--- config.mk ---
export PLATFORM = sky130hd
export DESIGN_NAME = axis_packet_emitter
export DESIGN_NICKNAME = d
export VERILOG_FILES = /design/src/rtl/axis_pkt_pkg.sv /design/src/rtl/axis_out_reg.sv /design/src/rtl/axis_packet_emitter.sv
export SDC_FILE = /design/constraint.sdc
export NUM_CORES = 1
export LEC_CHECK = 0
export ABC_CLOCK_PERIOD_IN_PS = 3000
export BUFFER_PORTS_ARGS = -buffer_cell sky130_fd_sc_hd__buf_2
export CAP_MARGIN = 25
export CORE_ASPECT_RATIO = 1.5
export CORE_MARGIN = 2
export CORE_UTILIZATION = 50
export DETAILED_ROUTE_END_ITERATION = 12
export GPL_TIMING_DRIVEN = 0
export PLACE_DENSITY = 0.75
export SLEW_MARGIN = 0
export SYNTH_ARGS = -nofsm -noshare
export SYNTH_HDL_FRONTEND = slang
export SYNTH_HIERARCHICAL = 1
export SYNTH_SLANG_ARGS = --single-unit
--- constraint.sdc ---
create_clock -name clk -period 3 [get_ports clk]
set_input_delay 0 -clock clk [delete_from_list [all_inputs] [get_ports clk]]
set_output_delay 0 -clock clk [all_outputs]
set_load 0.005 [all_outputs]
--- src/rtl/axis_pkt_pkg.sv ---
// Shared types, parameter defaults and header slicing helper for the packet emitter.
package axis_pkt_pkg;

  localparam int DEF_DATA_W    = 32;
  localparam int DEF_HDR_BEATS = 4;
  localparam int DEF_LEN_W     = 8;

  // Upper bounds for the width-generic helper below.
  localparam int MAX_DATA_W = 64;
  localparam int MAX_HDR_W  = 1024;

  typedef enum logic [1:0] {
    IDLE    = 2'd0,
    HDR     = 2'd1,
    PAYLOAD = 2'd2
  } state_e;

  // Beat idx of a header of 'beats' slices of 'dw' bits; beat 0 is the MSB slice.
  function automatic logic [MAX_DATA_W-1:0] hdr_beat(input logic [MAX_HDR_W-1:0] hdr,
                                                     input int idx,
                                                     input int beats,
                                                     input int dw);
    logic [MAX_HDR_W-1:0] sh;
    sh = hdr >> ((beats - 1 - idx) * dw);
    return sh[MAX_DATA_W-1:0] & ({MAX_DATA_W{1'b1}} >> (MAX_DATA_W - dw));
  endfunction

endpackage

--- src/rtl/axis_out_reg.sv ---
// Registered AXI-Stream output stage: a new beat enters only when the slot is empty or draining.
module axis_out_reg
  import axis_pkt_pkg::*;
#(
  parameter int DATA_W = DEF_DATA_W
) (
  input  logic              clk,
  input  logic              rst,
  input  logic              push_i,
  input  logic [DATA_W-1:0] data_i,
  input  logic              user_i,
  input  logic              last_i,
  input  logic              ready_i,
  output logic              load_o,
  output logic [DATA_W-1:0] tdata_o,
  output logic              tvalid_o,
  output logic              tuser_o,
  output logic              tlast_o
);

  logic              vld_q;
  logic [DATA_W-1:0] data_q;
  logic              user_q;
  logic              last_q;

  assign load_o = !vld_q || ready_i;

  // Payload fields only change on a push, so they stay put across stalls.
  always_ff @(posedge clk) begin
    if (!rst) begin
      vld_q  <= 1'b0;
      data_q <= '0;
      user_q <= 1'b0;
      last_q <= 1'b0;
    end else if (load_o) begin
      vld_q <= push_i;
      if (push_i) begin
        data_q <= data_i;
        user_q <= user_i;
        last_q <= last_i;
      end
    end
  end

  assign tdata_o  = data_q;
  assign tvalid_o = vld_q;
  assign tuser_o  = user_q;
  assign tlast_o  = last_q;

endmodule

--- src/rtl/axis_packet_emitter.sv ---
// Serialises a header word and a counted payload stream into one AXI-Stream packet.
module axis_packet_emitter
  import axis_pkt_pkg::*;
#(
  parameter int DATA_W    = DEF_DATA_W,
  parameter int HDR_BEATS = DEF_HDR_BEATS,
  parameter int LEN_W     = DEF_LEN_W
) (
  input  logic                        clk,
  input  logic                        rst,
  input  logic                        hdr_valid,
  output logic                        hdr_ready,
  input  logic [HDR_BEATS*DATA_W-1:0] hdr_data,
  input  logic [LEN_W-1:0]            payload_len,
  input  logic [DATA_W-1:0]           s_tdata,
  input  logic                        s_tvalid,
  output logic                        s_tready,
  output logic [DATA_W-1:0]           m_tdata,
  output logic                        m_tvalid,
  input  logic                        m_tready,
  output logic                        m_tuser,
  output logic                        m_tlast,
  output logic                        busy
);

  localparam int IDX_W = (HDR_BEATS > 1) ? $clog2(HDR_BEATS) : 1;

  state_e                      state_q, state_d;
  logic [HDR_BEATS*DATA_W-1:0] hdr_q, hdr_d;
  logic [LEN_W-1:0]            len_q, len_d;
  logic [LEN_W-1:0]            rem_q, rem_d;
  logic [IDX_W-1:0]            idx_q, idx_d;

  logic              load;
  logic              push;
  logic [DATA_W-1:0] p_data;
  logic              p_user, p_last;
  logic              hdr_rdy_c, s_rdy_c;

  // In IDLE the beat comes straight from the offered header; later from the latched copy.
  logic [MAX_DATA_W-1:0] beat_w;
  int                    beat_idx;
  assign beat_idx = (state_q == IDLE) ? 0 : int'(idx_q);
  assign beat_w   = hdr_beat(MAX_HDR_W'((state_q == IDLE) ? hdr_data : hdr_q),
                             beat_idx, HDR_BEATS, DATA_W);

  generate
    if (DATA_W < MAX_DATA_W) begin : g_beat_pad
      logic unused_pad;
      assign unused_pad = ^beat_w[MAX_DATA_W-1:DATA_W];
    end
  endgenerate

  always_ff @(posedge clk) begin
    if (!rst) begin
      state_q <= IDLE;
      hdr_q   <= '0;
      len_q   <= '0;
      rem_q   <= '0;
      idx_q   <= '0;
    end else begin
      state_q <= state_d;
      hdr_q   <= hdr_d;
      len_q   <= len_d;
      rem_q   <= rem_d;
      idx_q   <= idx_d;
    end
  end

  always_comb begin
    state_d   = state_q;
    hdr_d     = hdr_q;
    len_d     = len_q;
    rem_d     = rem_q;
    idx_d     = idx_q;
    push      = 1'b0;
    p_data    = '0;
    p_user    = 1'b0;
    p_last    = 1'b0;
    hdr_rdy_c = 1'b0;
    s_rdy_c   = 1'b0;
    case (state_q)
      IDLE: begin
        hdr_rdy_c = load;
        if (hdr_valid && load) begin
          push   = 1'b1;
          p_data = beat_w[DATA_W-1:0];
          p_user = 1'b1;
          p_last = (HDR_BEATS == 1) && (payload_len == '0);
          hdr_d  = hdr_data;
          len_d  = payload_len;
          rem_d  = payload_len;
          idx_d  = IDX_W'(1);
          if (HDR_BEATS > 1)            state_d = HDR;
          else if (payload_len != '0)   state_d = PAYLOAD;
        end
      end
      HDR: begin
        if (load) begin
          push   = 1'b1;
          p_data = beat_w[DATA_W-1:0];
          idx_d  = idx_q + IDX_W'(1);
          if (idx_q == IDX_W'(HDR_BEATS - 1)) begin
            p_last  = (len_q == '0);
            state_d = (len_q != '0) ? PAYLOAD : IDLE;
          end
        end
      end
      PAYLOAD: begin
        s_rdy_c = load;
        if (s_tvalid && load) begin
          push   = 1'b1;
          p_data = s_tdata;
          rem_d  = rem_q - LEN_W'(1);
          if (rem_q == LEN_W'(1)) begin
            p_last  = 1'b1;
            state_d = IDLE;
          end
        end
      end
      default: state_d = IDLE;
    endcase
  end

  // Ready strobes are forced low while reset is held so every output reads 0 then.
  assign hdr_ready = rst && hdr_rdy_c;
  assign s_tready  = rst && s_rdy_c;
  assign busy      = (state_q != IDLE) || m_tvalid;

  axis_out_reg #(.DATA_W(DATA_W)) u_out (
    .clk      (clk),
    .rst      (rst),
    .push_i   (push),
    .data_i   (p_data),
    .user_i   (p_user),
    .last_i   (p_last),
    .ready_i  (m_tready),
    .load_o   (load),
    .tdata_o  (m_tdata),
    .tvalid_o (m_tvalid),
    .tuser_o  (m_tuser),
    .tlast_o  (m_tlast)
  );

endmodule
* Yosys cells after proc, flatten, opt, wreduce, memory -nomap -nowiden
Cells that the tools add are included.
** Storage, ports and cells
- Word-level logic and storage cells :: 68
- Register bits :: 183
- Input port bits :: 173
** Cells by class
- Eq/ne operators :: 9
- Shift-type cells :: 1
- Multiplexer cells :: 28
- Add/sub/neg operators :: 3
- Reductions and logical operators :: 18
** Operator list (number)
- 128-bit 2-to-1 mux :: 1
- 128-bit by 32-bit >> shifter with 32-bit output :: 1
- 32-bit one-hot mux with 3 select lines :: 1
- 32-bit 2-to-1 mux :: 2
- 2-bit 2-to-1 mux :: 8
- 8-bit 2-to-1 mux :: 2
- 8-bit one-hot mux with 2 select lines :: 1
- 1-bit 2-to-1 mux :: 9
- 8-bit by 1-bit equality test with 1-bit output, second input constant :: 1
- 8-bit zero test :: 1
- 2-bit inequality test, second input constant :: 4
- 8-bit nonzero test :: 1
- 8-bit by 1-bit subtractor with 8-bit output, second input constant :: 1
- 2-bit one-hot mux with 3 select lines :: 1
- 3-bit AND reduction :: 2
- 2-bit nonzero test :: 3
- 5-bit AND reduction :: 1
- 2-bit equality test, second input constant :: 2
- 1-bit logical AND :: 4
- 2-bit one-hot mux with 2 select lines :: 1
- 2-bit AND reduction :: 2
- 1-bit one-hot mux with 3 select lines :: 1
- 2-bit by 2-bit subtractor with 3-bit output, first input constant :: 1
- 2-bit by 1-bit adder with 2-bit output, second input constant :: 1
- 6 further kinds :: 7

* Depth between registers and ports, before layout
Gate-level depths: netlist (run 1).
- Depth in word-level cells :: 6
- Mapped depth :: 12
- Depth with buffers taken out :: 8

* By module
The synthesis (run 1) kept the hierarchy.
** By module, submodules not included
- axis_packet_emitter :: cells each 862, area an instance 7245.7 um2, sequential area each 2962.8 um2, times used 1
- axis_out_reg :: cells each 153, area an instance 1436.4 um2, sequential area each 700.7 um2, times used 1

* Worst setup path before layout (run 1)
OpenSTA, ideal clock, no wires.
- Kind :: register to register
- From :: reg state_q[0]
- To :: reg u_out.data_q[0] (netlist: u_out/tdata_o[0])
- Data arrival time :: 2049 ps
- Setup slack :: 833 ps
- Path buffers :: 4
- Period minus slack after synthesis :: 2167 ps
- Required time :: 2882 ps
- Cell stages (with the launch flop) :: 13
- Path through :: dfxtp_1 inv_1 ha_1 nand3_1 clkbuf_1 nand2_1 clkbuf_1 nor2_1 nor2_1 and2_4 buf_6 buf_12 mux2i_1
** Between the ends
- Elaborated cells between the ends (all ways) :: 11
** RTL lines
- from (decl) :: line axis_packet_emitter.sv:28 : state_e state_q, state_d;
- from (signal assigned) :: line axis_packet_emitter.sv:62 : state_q <= state_d;
- 2-bit equality test, or another cell as far along :: line axis_packet_emitter.sv:82 : case (state_q)
- 1-bit one-hot mux with 3 select lines * :: line axis_packet_emitter.sv:82
- named net push :: line axis_packet_emitter.sv:35 : logic push;
- 2-bit AND reduction (no line) *
- to (signal assigned) :: line axis_out_reg.sv:38 : data_q <= data_i;
- to (decl) :: line axis_out_reg.sv:22 : logic [DATA_W-1:0] data_q;
Mark *: on every way through the listed nets, which the timed path passes. The rest lies on a longest branch.
A chain may end at the register's enable or synchronous reset.

* Final worst setup path (run 1)
- From :: reg state_q[0]
- To :: reg u_out.data_q[8] (netlist: u_out/tdata_o[8])
The elaborated chain is that of the path after synthesis.

==> results of run 1 <==
## power by group
group	switching [uW]	internal, uW	total (uW)	leakage, uW
clock network	1040	1220	2270	0.000289
registers	271	2900	3170	0.00150
logic	2110	1600	3710	0.00319
total	3430	5730	9150	0.00498
## layout make-up
| class | count | area [um^2] |
|---|---|---|
| Antenna cell | 1 | 2.502 |
| Clock inverter | 12 | 133.9 |
| Fill cell | 1311 | 5231 |
| Sequential cell | 183 | 3664 |
| Buffer | 86 | 422.9 |
| Timing Repair Buffer | 347 | 2427 |
| Clock buffer | 20 | 456.7 |
| Inverter | 8 | 30.03 |
| Tap cell | 213 | 266.5 |
| Multi-Input combinational cell | 738 | 4566 |
## registers in the layout (all words and copies together), names as in the netlist
name and cells:
hdr_q 128, idx_q 2, len_q 8, rem_q 8, state_q 2, u_out/tdata_o 32, u_out/tlast_o 1, u_out/tuser_o 1
u_out/tvalid_o 1
## worst min-delay path: stages
cell	delay (ns)
clkbuf_1	0.21
nand2_1	0.13
o21ai_1	0.05
## worst paths after layout
path	from	cells after the start	endpoint
worst max-delay path	state_q[0]	12	u_out/tdata_o[8]
worst min-delay path	rst	3	state_q[1]
worst max register to register	state_q[0]	12	u_out/tdata_o[8]
worst min register to register	u_out/tdata_o[2]	2	u_out/tdata_o[2]
## routing by layer
metal | vias to the layer above | routed length (um)
met5 | - | 0
met4 | 0 | 1596
met3 | 109 | 1765
met2 | 405 | 14750
met1 | 4098 | 10960
li1 | 4187 | -
## timing repair
| item | in CTS | in global routing |
|---|---|---|
| hold endpoints to repair | 146 | 0 |
| hold buffers | 138 | 0 |
| gates resized for setup | 0 | 0 |
| setup buffers | 0 | 0 |
## Yosys cell counts (all sizes together), types with 7 or more instances
| cell type | n |
|---|---|
| nor2 | 38 |
| a21oi | 77 |
| inv | 8 |
| clkbuf | 61 |
| mux2 | 34 |
| mux2i | 35 |
| a22oi | 35 |
| nand2 | 356 |
| nand2b | 7 |
| mux4 | 32 |
| dfxtp | 183 |
| o21ai | 8 |
| a21boi | 71 |
| buf | 25 |
| ha | 7 |
## cell families (layout without fill, tap and decap cells)
kind of cell,after synthesis,in the layout,share of synthesized area
flops,183,183,0.4220
fa+ha+maj,7,7,0.01009
buf+inv,94,473,0.05217
other cells,0,1,0
mux,101,101,0.1675
simple gates,428,428,0.1976
compound gates,202,202,0.1507
## stage by stage
| stage | hold WS [ns] | cell area (um^2) | setup slack (ns) |
|---|---|---|---|
| floorplan | 0.1360 | 8682 | 0.8329 |
| global placement | 0.2435 | 9995 | 0.2078 |
| detailed placement | 0.2463 | 9995 | 0.2101 |
| CTS | 0.004116 | 11970 | 0.1868 |
| global route | 0.02969 | 11970 | 0.01201 |
| finish | 0.008909 | 11970 | 0.1904 |
==> metrics.txt, run 1 <==
ratio of final minimum period to clock period=0.9365; EDFF count, synth=0; Seq/Total Area, Yosys=0.4220; Worst Tran Pin Value=0.7340 ns; clk sinks=183; Area Growth Syn to Fin=37.86%; number of port buffers=209; CTS root buffer=clkbuf_16; die extent in y=165.4 um; initial antenna violation count=1; flip-flop and latch count after synthesis=183; fin cells=1,608; Ys Warns=6; GRT Util Overall=0.3082; CP max stage cell=clkbuf_1; initial drt markers=703; status=finished clean; dpl cells=1,437; Mapped Area=8682 um^2; FF-to-FF setup slack=0.19 ns; leak pwr=0.004981 uW; Netlist cell types=48; grt ovf=0; Max VDD drop=0.5404 mV; Antenna Nets Post-Route=0; vias in the first global route=8,767; Synth Flop Type=dfxtp_1; CP Launch Type=flop; Worst-path clk slew=0.07 ns; met3 Resource Use GR=0.04343; fin crit period=2.810 ns; Avg WL per Cell=18.08 um; Crit Path Class=flop to flop; Top Family by Delay on Critical Path=buffers and inverters; slowest stage delay, CP=0.45 ns; Mapped Cells=1,015; Sum Neg Setup Slack=0 ns; commonest non-fill, non-tap cells in the layout=356 x nand2_1, 217 x buf_2, 183 x dfxtp_1; Critical Path RT=3.31 ns; share of cells above drive strength 1=0.2360; die area=18,460 um^2; met1 Use GR=0.3458; first-pass GRT wire length=44,490 um; Final Hold Vio Count=0; fin nets=1,561; die width=111.6 um; relative slew slack=0.5107; Max Slew Vio Count=0; CP Buf/Inv Count=5; DR vias=8,799; Placeable Area=17,200 um^2; MaxCap Viol Count=0; Design Power=9152 uW; RD Place Congestion=0.9068; Synth top area share=0.4220; H-tree lvl count=4; FMAX=355.9 MHz; Ports=211; utilization after layout=0.6959; pwr dens=764.7 nW/um^2; critical-path maximum fanout=10; Core Rows=59; most common cell after layout, fill and taps aside=nand2_1; Hold Crit Class=primary input to flop; number of remaining DRC errors=0; Final Skew=0.01054 ns; drt pass-1 iters=5; vias per cell=5.472; WP data arrival=3.12 ns; ranking of synthesized cells by area=dfxtp_1 42%, nand2_1 15%, mux4_2 8.3%; Yosys top cell by area=dfxtp_1; CP Cell Sequence=inv_1, ha_1, nand3_1, clkbuf_1, nand2_1, clkbuf_1, nor2_1, nor2_1, and2_4, buf_6, buf_12, mux2i_1; detailed placement HPWL=20,170 um; unrepaired setup endpoints after global routing=no; most used routing layer=met2; final setup fails=0; largest net degree at the start of global routing=18; CTS Buf Count=17; Synth async-reset ratio=0; met2 GRT Util=0.5596; Clk Latency, worst-skew pair=0.43 ns; CTS max path bufs=2; Avg Cell Area, Syn=8.554 um^2; Initial Util=0.5048; Syn Nets=1,195; CTS tree=built; Post-Route WL=29,080 um; CP endpoint kind=flop
Power figures use the tool's default switching activity.
==> run 2: changes to the inputs <==
--- a/config.mk
+++ b/config.mk
@@ -5,7 +5,7 @@
 export SDC_FILE = /design/constraint.sdc
 export NUM_CORES = 1
 export LEC_CHECK = 0
-export ABC_CLOCK_PERIOD_IN_PS = 3000
+export ABC_CLOCK_PERIOD_IN_PS = 2800
 export BUFFER_PORTS_ARGS = -buffer_cell sky130_fd_sc_hd__buf_2
 export CAP_MARGIN = 25
 export CORE_ASPECT_RATIO = 1.5
==> constraint.sdc (replaced) <==
create_clock -name clk -period 2.8 [get_ports clk]
set_input_delay 0 -clock clk [delete_from_list [all_inputs] [get_ports clk]]
set_output_delay 0 -clock clk [all_outputs]
set_load 0.005 [all_outputs]
==> metrics.txt, run 2 (synthesized netlist as in run 1, its figures left out) <==
CTS Buf Count=17 (unchanged); Final Cell Area=11,970 um^2 (unchanged); unrepaired setup endpoints after global routing=no (unchanged); crit path to=hdr_q[117] (was u_out/tdata_o[8]); die area=18,460 um^2 (unchanged); Post-Route WL=29,170 um (was 29,080 um); ANT cells=0 (was 1); DR vias=8,821 (was 8,799); Initial Util=0.5048 (unchanged); WP data arrival=2.99 ns (was 3.12 ns); die width=111.6 um (unchanged); relative slew slack=0.5085 (was 0.5107); drt pass-1 iters=5 (unchanged); detailed placement HPWL=20,170 um (unchanged); first-pass GRT wire length=44,530 um (was 44,490 um); Core Rows=59 (unchanged); initial antenna violation count=0 (was 1); grt ovf=0 (unchanged); Antenna Nets Post-Route=0 (unchanged); fin cells=1,606 (was 1,608); Max Slew Vio Count=0 (unchanged); H-tree lvl count=4 (unchanged); vias in the first global route=8,787 (was 8,767); Design Power=9814 uW (was 9152 uW); FMAX=376.1 MHz (was 355.9 MHz); fin crit period=2.659 ns (was 2.810 ns); initial drt markers=639 (was 703); die extent in y=165.4 um (unchanged); fill cell count=1,309 (was 1,311); Biggest register=hdr_q (unchanged); FF-to-FF setup slack=0.14 ns (was 0.19 ns); CP max stage cell=clkbuf_1 (unchanged); most common cell after layout, fill and taps aside=nand2_1 (unchanged); RD Place Congestion=0.9068 (unchanged); max FFs per register=128 (unchanged); Ports=211 (unchanged); final setup fails=0 (unchanged); largest net degree at the start of global routing=18 (unchanged); worst setup path start=state_q[0] (unchanged); slowest stage delay, CP=0.53 ns (was 0.45 ns); Clk Latency, worst-skew pair=0.43 ns (about the same); hold_sp=s_tdata[15] (was rst); Hold Crit Class=primary input to flop (unchanged); share of cells above drive strength 1=0.2376 (was 0.2360); ratio of final minimum period to clock period=0.9495 (was 0.9365); critical-path maximum fanout=12 (was 10); Max VDD drop=0.5825 mV (was 0.5404 mV); reg2reg end=hdr_q[117] (was u_out/tdata_o[8]); CP Cell Sequence=inv_1, ha_1, nand3_2, inv_1, clkbuf_1, clkbuf_1, nand2_1, a21boi_0 (was inv_1, ha_1, nand3_1, clkbuf_1, nand2_1, clkbuf_1, nor2_1, nor2_1, and2_4, buf_6, buf_12, mux2i_1); CP endpoint kind=flop (unchanged); Worst-path clk slew=0.08 ns (was 0.07 ns); commonest non-fill, non-tap cells in the layout=356 x nand2_1, 217 x buf_2, 183 x dfxtp_1 (unchanged); pwr dens=820.0 nW/um^2 (was 764.7 nW/um^2); Placeable Area=17,200 um^2 (unchanged); reg2reg start=state_q[0] (unchanged); Crit Path Class=flop to flop (unchanged); CTS max path bufs=2 (unchanged); Final Hold Vio Count=0 (unchanged); MaxCap Viol Count=0 (unchanged); CP Launch Type=flop (unchanged); clk sinks=183 (unchanged); CTS root buffer=clkbuf_16 (unchanged); status=finished clean (unchanged); Area Growth Syn to Fin=37.86% (unchanged); number of remaining DRC errors=0 (unchanged); number of port buffers=209 (unchanged); dpl cell area=9995 um^2 (unchanged); GRT Util Overall=0.3085 (was 0.3082); Final Skew=0.01075 ns (was 0.01054 ns); Critical Path RT=3.13 ns (was 3.31 ns); Sum Neg Setup Slack=0 ns (unchanged); dpl cells=1,437 (unchanged); Worst Tran Pin Value=0.7372 ns (was 0.7340 ns); utilization after layout=0.6959 (unchanged); leak pwr=0.004985 uW (was 0.004981 uW); vias per cell=5.493 (was 5.472); R2R cell count=8 (was 12); fin nets=1,560 (was 1,561); Avg WL per Cell=18.17 um (was 18.08 um); CTS tree=built (unchanged)
==> run 2: worst min path at each step <==
| stage | to | slack (ns) | depth (start not counted) |
|---|---|---|---|
| 2_1_floorplan | hdr_q[0] | 0.14 | 2 |
| 5_1_grt | u_out/tdata_o[14] | 0.03 | 5 |
| 3_5_place_dp | hdr_q[30] | 0.25 | 3 |
| 6_report | u_out/tdata_o[15] | 0.02 | 5 |
| 3_3_place_gp | hdr_q[16] | 0.24 | 3 |
| 4_1_cts | state_q[1] | 0.009 | 5 |
==> run 2: stage by stage <==
step / setup slack [ns] / hold WS [ns]
after global placement: 0.007838 / 0.2435
final: 0.1414 / 0.01758
after detailed placement: 0.01007 / 0.2463
after floorplan: 0.6329 / 0.1360
after CTS: 0.1407 / 0.009190
after global routing: 0.009253 / 0.02969
==> run 2: per-layer routing <==
layer,GRT usage,vias to the layer above,part of all wire
met2,0.5585,409,0.51
met3,0.04562,108,0.060
met1,0.3458,4129,0.38
li1,-,4175,-
met4,0.1796,0,0.052
met5,0,-,0
==> run 2: cell type report <==
| class | instances | area, um^2 | share of cell area |
|---|---|---|---|
| well taps | 213 | 266.5 | 0.02227 |
| flip-flops and latches | 183 | 3664 | 0.3061 |
| repair buffers | 347 | 2427 | 0.2028 |
| clock inverters | 12 | 133.9 | 0.01119 |
| clock buffers | 20 | 456.7 | 0.03816 |
| plain buffers | 85 | 420.4 | 0.03512 |
| multi-input cells | 738 | 4571 | 0.3819 |
| inverters | 8 | 30.03 | 0.002509 |
==> run 2: report_power, final <==
part	leakage, uW	switching, uW	internal [uW]
combinational	0.00320	2280	1720
sequential	0.00150	292	3110
clock	0.000289	1110	1310
==> run 2: critical path, delay by kind of cell (launching register included) <==
| family | cells | cell delay (ns) |
|---|---|---|
| compound gates | 1 | 0.23 |
| fa+ha+maj | 1 | 0.27 |
| buf+inv | 4 | 1.25 |
| flops | 1 | 0.34 |
| simple gates | 2 | 0.46 |
==> run 2: repair_timing <==
item,in CTS,in global routing
buffers inserted,0,0
hold endpoints to repair,146,0
gates cloned,0,0
gates resized for setup,1,2
hold buffers,138,0
endpoints found under the setup margin,4,30
==> run 3: changes to the inputs <==
--- a/config.mk
+++ b/config.mk
@@ -14,6 +14,7 @@
 export DETAILED_ROUTE_END_ITERATION = 12
 export GPL_TIMING_DRIVEN = 0
 export PLACE_DENSITY = 0.75
+export SETUP_SLACK_MARGIN = 0.2
 export SLEW_MARGIN = 0
 export SYNTH_ARGS = -nofsm -noshare
 export SYNTH_HDL_FRONTEND = slang
==> metrics.txt, run 3 (synthesized netlist as in run 1, its figures left out) <==
dpl cell area=9995 um^2 (unchanged); H-tree lvl count=4 (unchanged); number of remaining DRC errors=0 (unchanged); CTS root buffer=clkbuf_16 (unchanged); worst setup path start=state_q[0] (unchanged); Final Hold Vio Count=0 (unchanged); dpl cells=1,437 (unchanged); Antenna Nets Post-Route=0 (unchanged); reg2reg start=state_q[0] (unchanged); Core Rows=59 (unchanged); unrepaired setup endpoints after global routing=no (unchanged); max FFs per register=128 (unchanged); GRT Util Overall=0.3082 (was 0.3085); Critical Path RT=3.16 ns (was 3.13 ns); CP endpoint kind=flop (unchanged); hold_sp=hdr_valid (was s_tdata[15]); critical-path maximum fanout=10 (was 12); die extent in y=165.4 um (unchanged); Biggest register=hdr_q (unchanged); most common cell after layout, fill and taps aside=nand2_1 (unchanged); worst setup margin=0.3712 ns (was 0.1414 ns); commonest non-fill, non-tap cells in the layout=355 x nand2_1, 219 x buf_2, 183 x dfxtp_1 (was 356 x nand2_1, 217 x buf_2, 183 x dfxtp_1); DR vias=8,811 (was 8,821); Worst-path clk slew=0.07 ns (was 0.08 ns); Max VDD drop=0.5793 mV (was 0.5825 mV); CTS Buf Count=17 (unchanged); DP Worst Slack=0.01007 ns (unchanged); final setup fails=0 (unchanged); Clk Latency, worst-skew pair=0.43 ns (about the same); CTS tree=built (unchanged); initial drt markers=645 (was 639); die width=111.6 um (unchanged); Avg WL per Cell=18.14 um (was 18.17 um); Ports=211 (unchanged); number of port buffers=209 (unchanged); FMAX=411.7 MHz (was 376.1 MHz); fin cells=1,608 (was 1,606); largest net degree at the start of global routing=18 (unchanged); pwr dens=820.3 nW/um^2 (was 820.0 nW/um^2); Max Slew Vio Count=0 (unchanged); grt ovf=0 (unchanged); Hold Slack=0.01274 ns (was 0.01758 ns); CP Launch Type=flop (unchanged); status=finished clean (unchanged); die area=18,460 um^2 (unchanged); Crit Path Class=flop to flop (unchanged); Placeable Area=17,200 um^2 (unchanged); post-CTS setup buffer count=0 (unchanged); clk sinks=183 (unchanged); ratio of final minimum period to clock period=0.8674 (was 0.9495); Initial Util=0.5048 (unchanged); Final Cell Area=11,980 um^2 (was 11,970 um^2); Final Skew=0.01045 ns (was 0.01075 ns); share of cells above drive strength 1=0.2403 (was 0.2376); fin nets=1,561 (was 1,560); initial antenna violation count=1 (was 0); relative slew slack=0.5088 (was 0.5085); drt pass-1 iters=5 (unchanged); vias per cell=5.479 (was 5.493); CTS max path bufs=2 (unchanged); detailed placement HPWL=20,170 um (unchanged); first-pass GRT wire length=44,490 um (was 44,530 um); MaxCap Viol Count=0 (unchanged); Post-Route WL=29,160 um (was 29,170 um); leak pwr=0.004995 uW (was 0.004985 uW); vias in the first global route=8,767 (was 8,787); Area Growth Syn to Fin=37.96% (was 37.86%); Hold Crit Class=primary input to flop (unchanged); WP data arrival=2.79 ns (was 2.99 ns); RD Place Congestion=0.9068 (unchanged); Worst Tran Pin Value=0.7368 ns (was 0.7372 ns); Sum Neg Setup Slack=0 ns (unchanged); fin crit period=2.429 ns (was 2.659 ns)
==> run 3: changes by cell type in the layout (fill, tap and decap cells not counted), sizes merged <==
cell,delta
buf,+1
diode,+1
==> run 3: per-stage QoR <==
stage	util	total power [uW]
finish	0.6964	9826
global route	0.6964	10320
CTS	0.6959	9746
detailed placement	0.5811	7192
global placement	0.5811	7130
floorplan	-	6030
==> run 3: final timing paths <==
check / to / cells past startpoint / slack [ns]
setup reg to reg: hdr_q[59] / 8 / 0.37
hold reg to reg: u_out/tdata_o[2] / 2 / 0.45
hold / removal: idx_q[0] / 4 / 0.01
setup / recovery: hdr_q[59] / 8 / 0.37
==> run 3: critical path: stages (launching register included) <==
cell and delay, ns:
dfxtp_1 0.34, inv_1 0.09, ha_1 0.25, nand3_1 0.15
inv_1 0.09, clkbuf_1 0.48, clkbuf_1 0.52, nand2_1 0.27
a21oi_1 0.17
==> run 3: report_power, final <==
group,switching [uW],internal (uW)
clock network,1110,1310
registers,293,3110
logic,2280,1730
==> run 3: layout make-up <==
class	instances	area (um^2)
fill	1307	5223
multi-input combinational	738	4568
sequential	183	3664
timing repair buffer	347	2427
clock buffer	20	456.7
buffer	86	429.2
tap	213	266.5
clock inverter	12	133.9
inverter	8	30.03
antenna	1	2.502
==> run 3: timing repair <==
action	4_1_cts	5_1_grt
hold endpoints to repair	146	0
setup endpoints to repair	34	31
hold buffers	138	0
resized for setup	2	8
==> run 3: routing by layer <==
layer,track usage,vias to the layer above,wire (um)
met4,0.1785,0,1526
met3,0.04343,102,1862
li1,-,4190,-
met2,0.5596,435,14770
met5,0,-,0
met1,0.3458,4084,11000
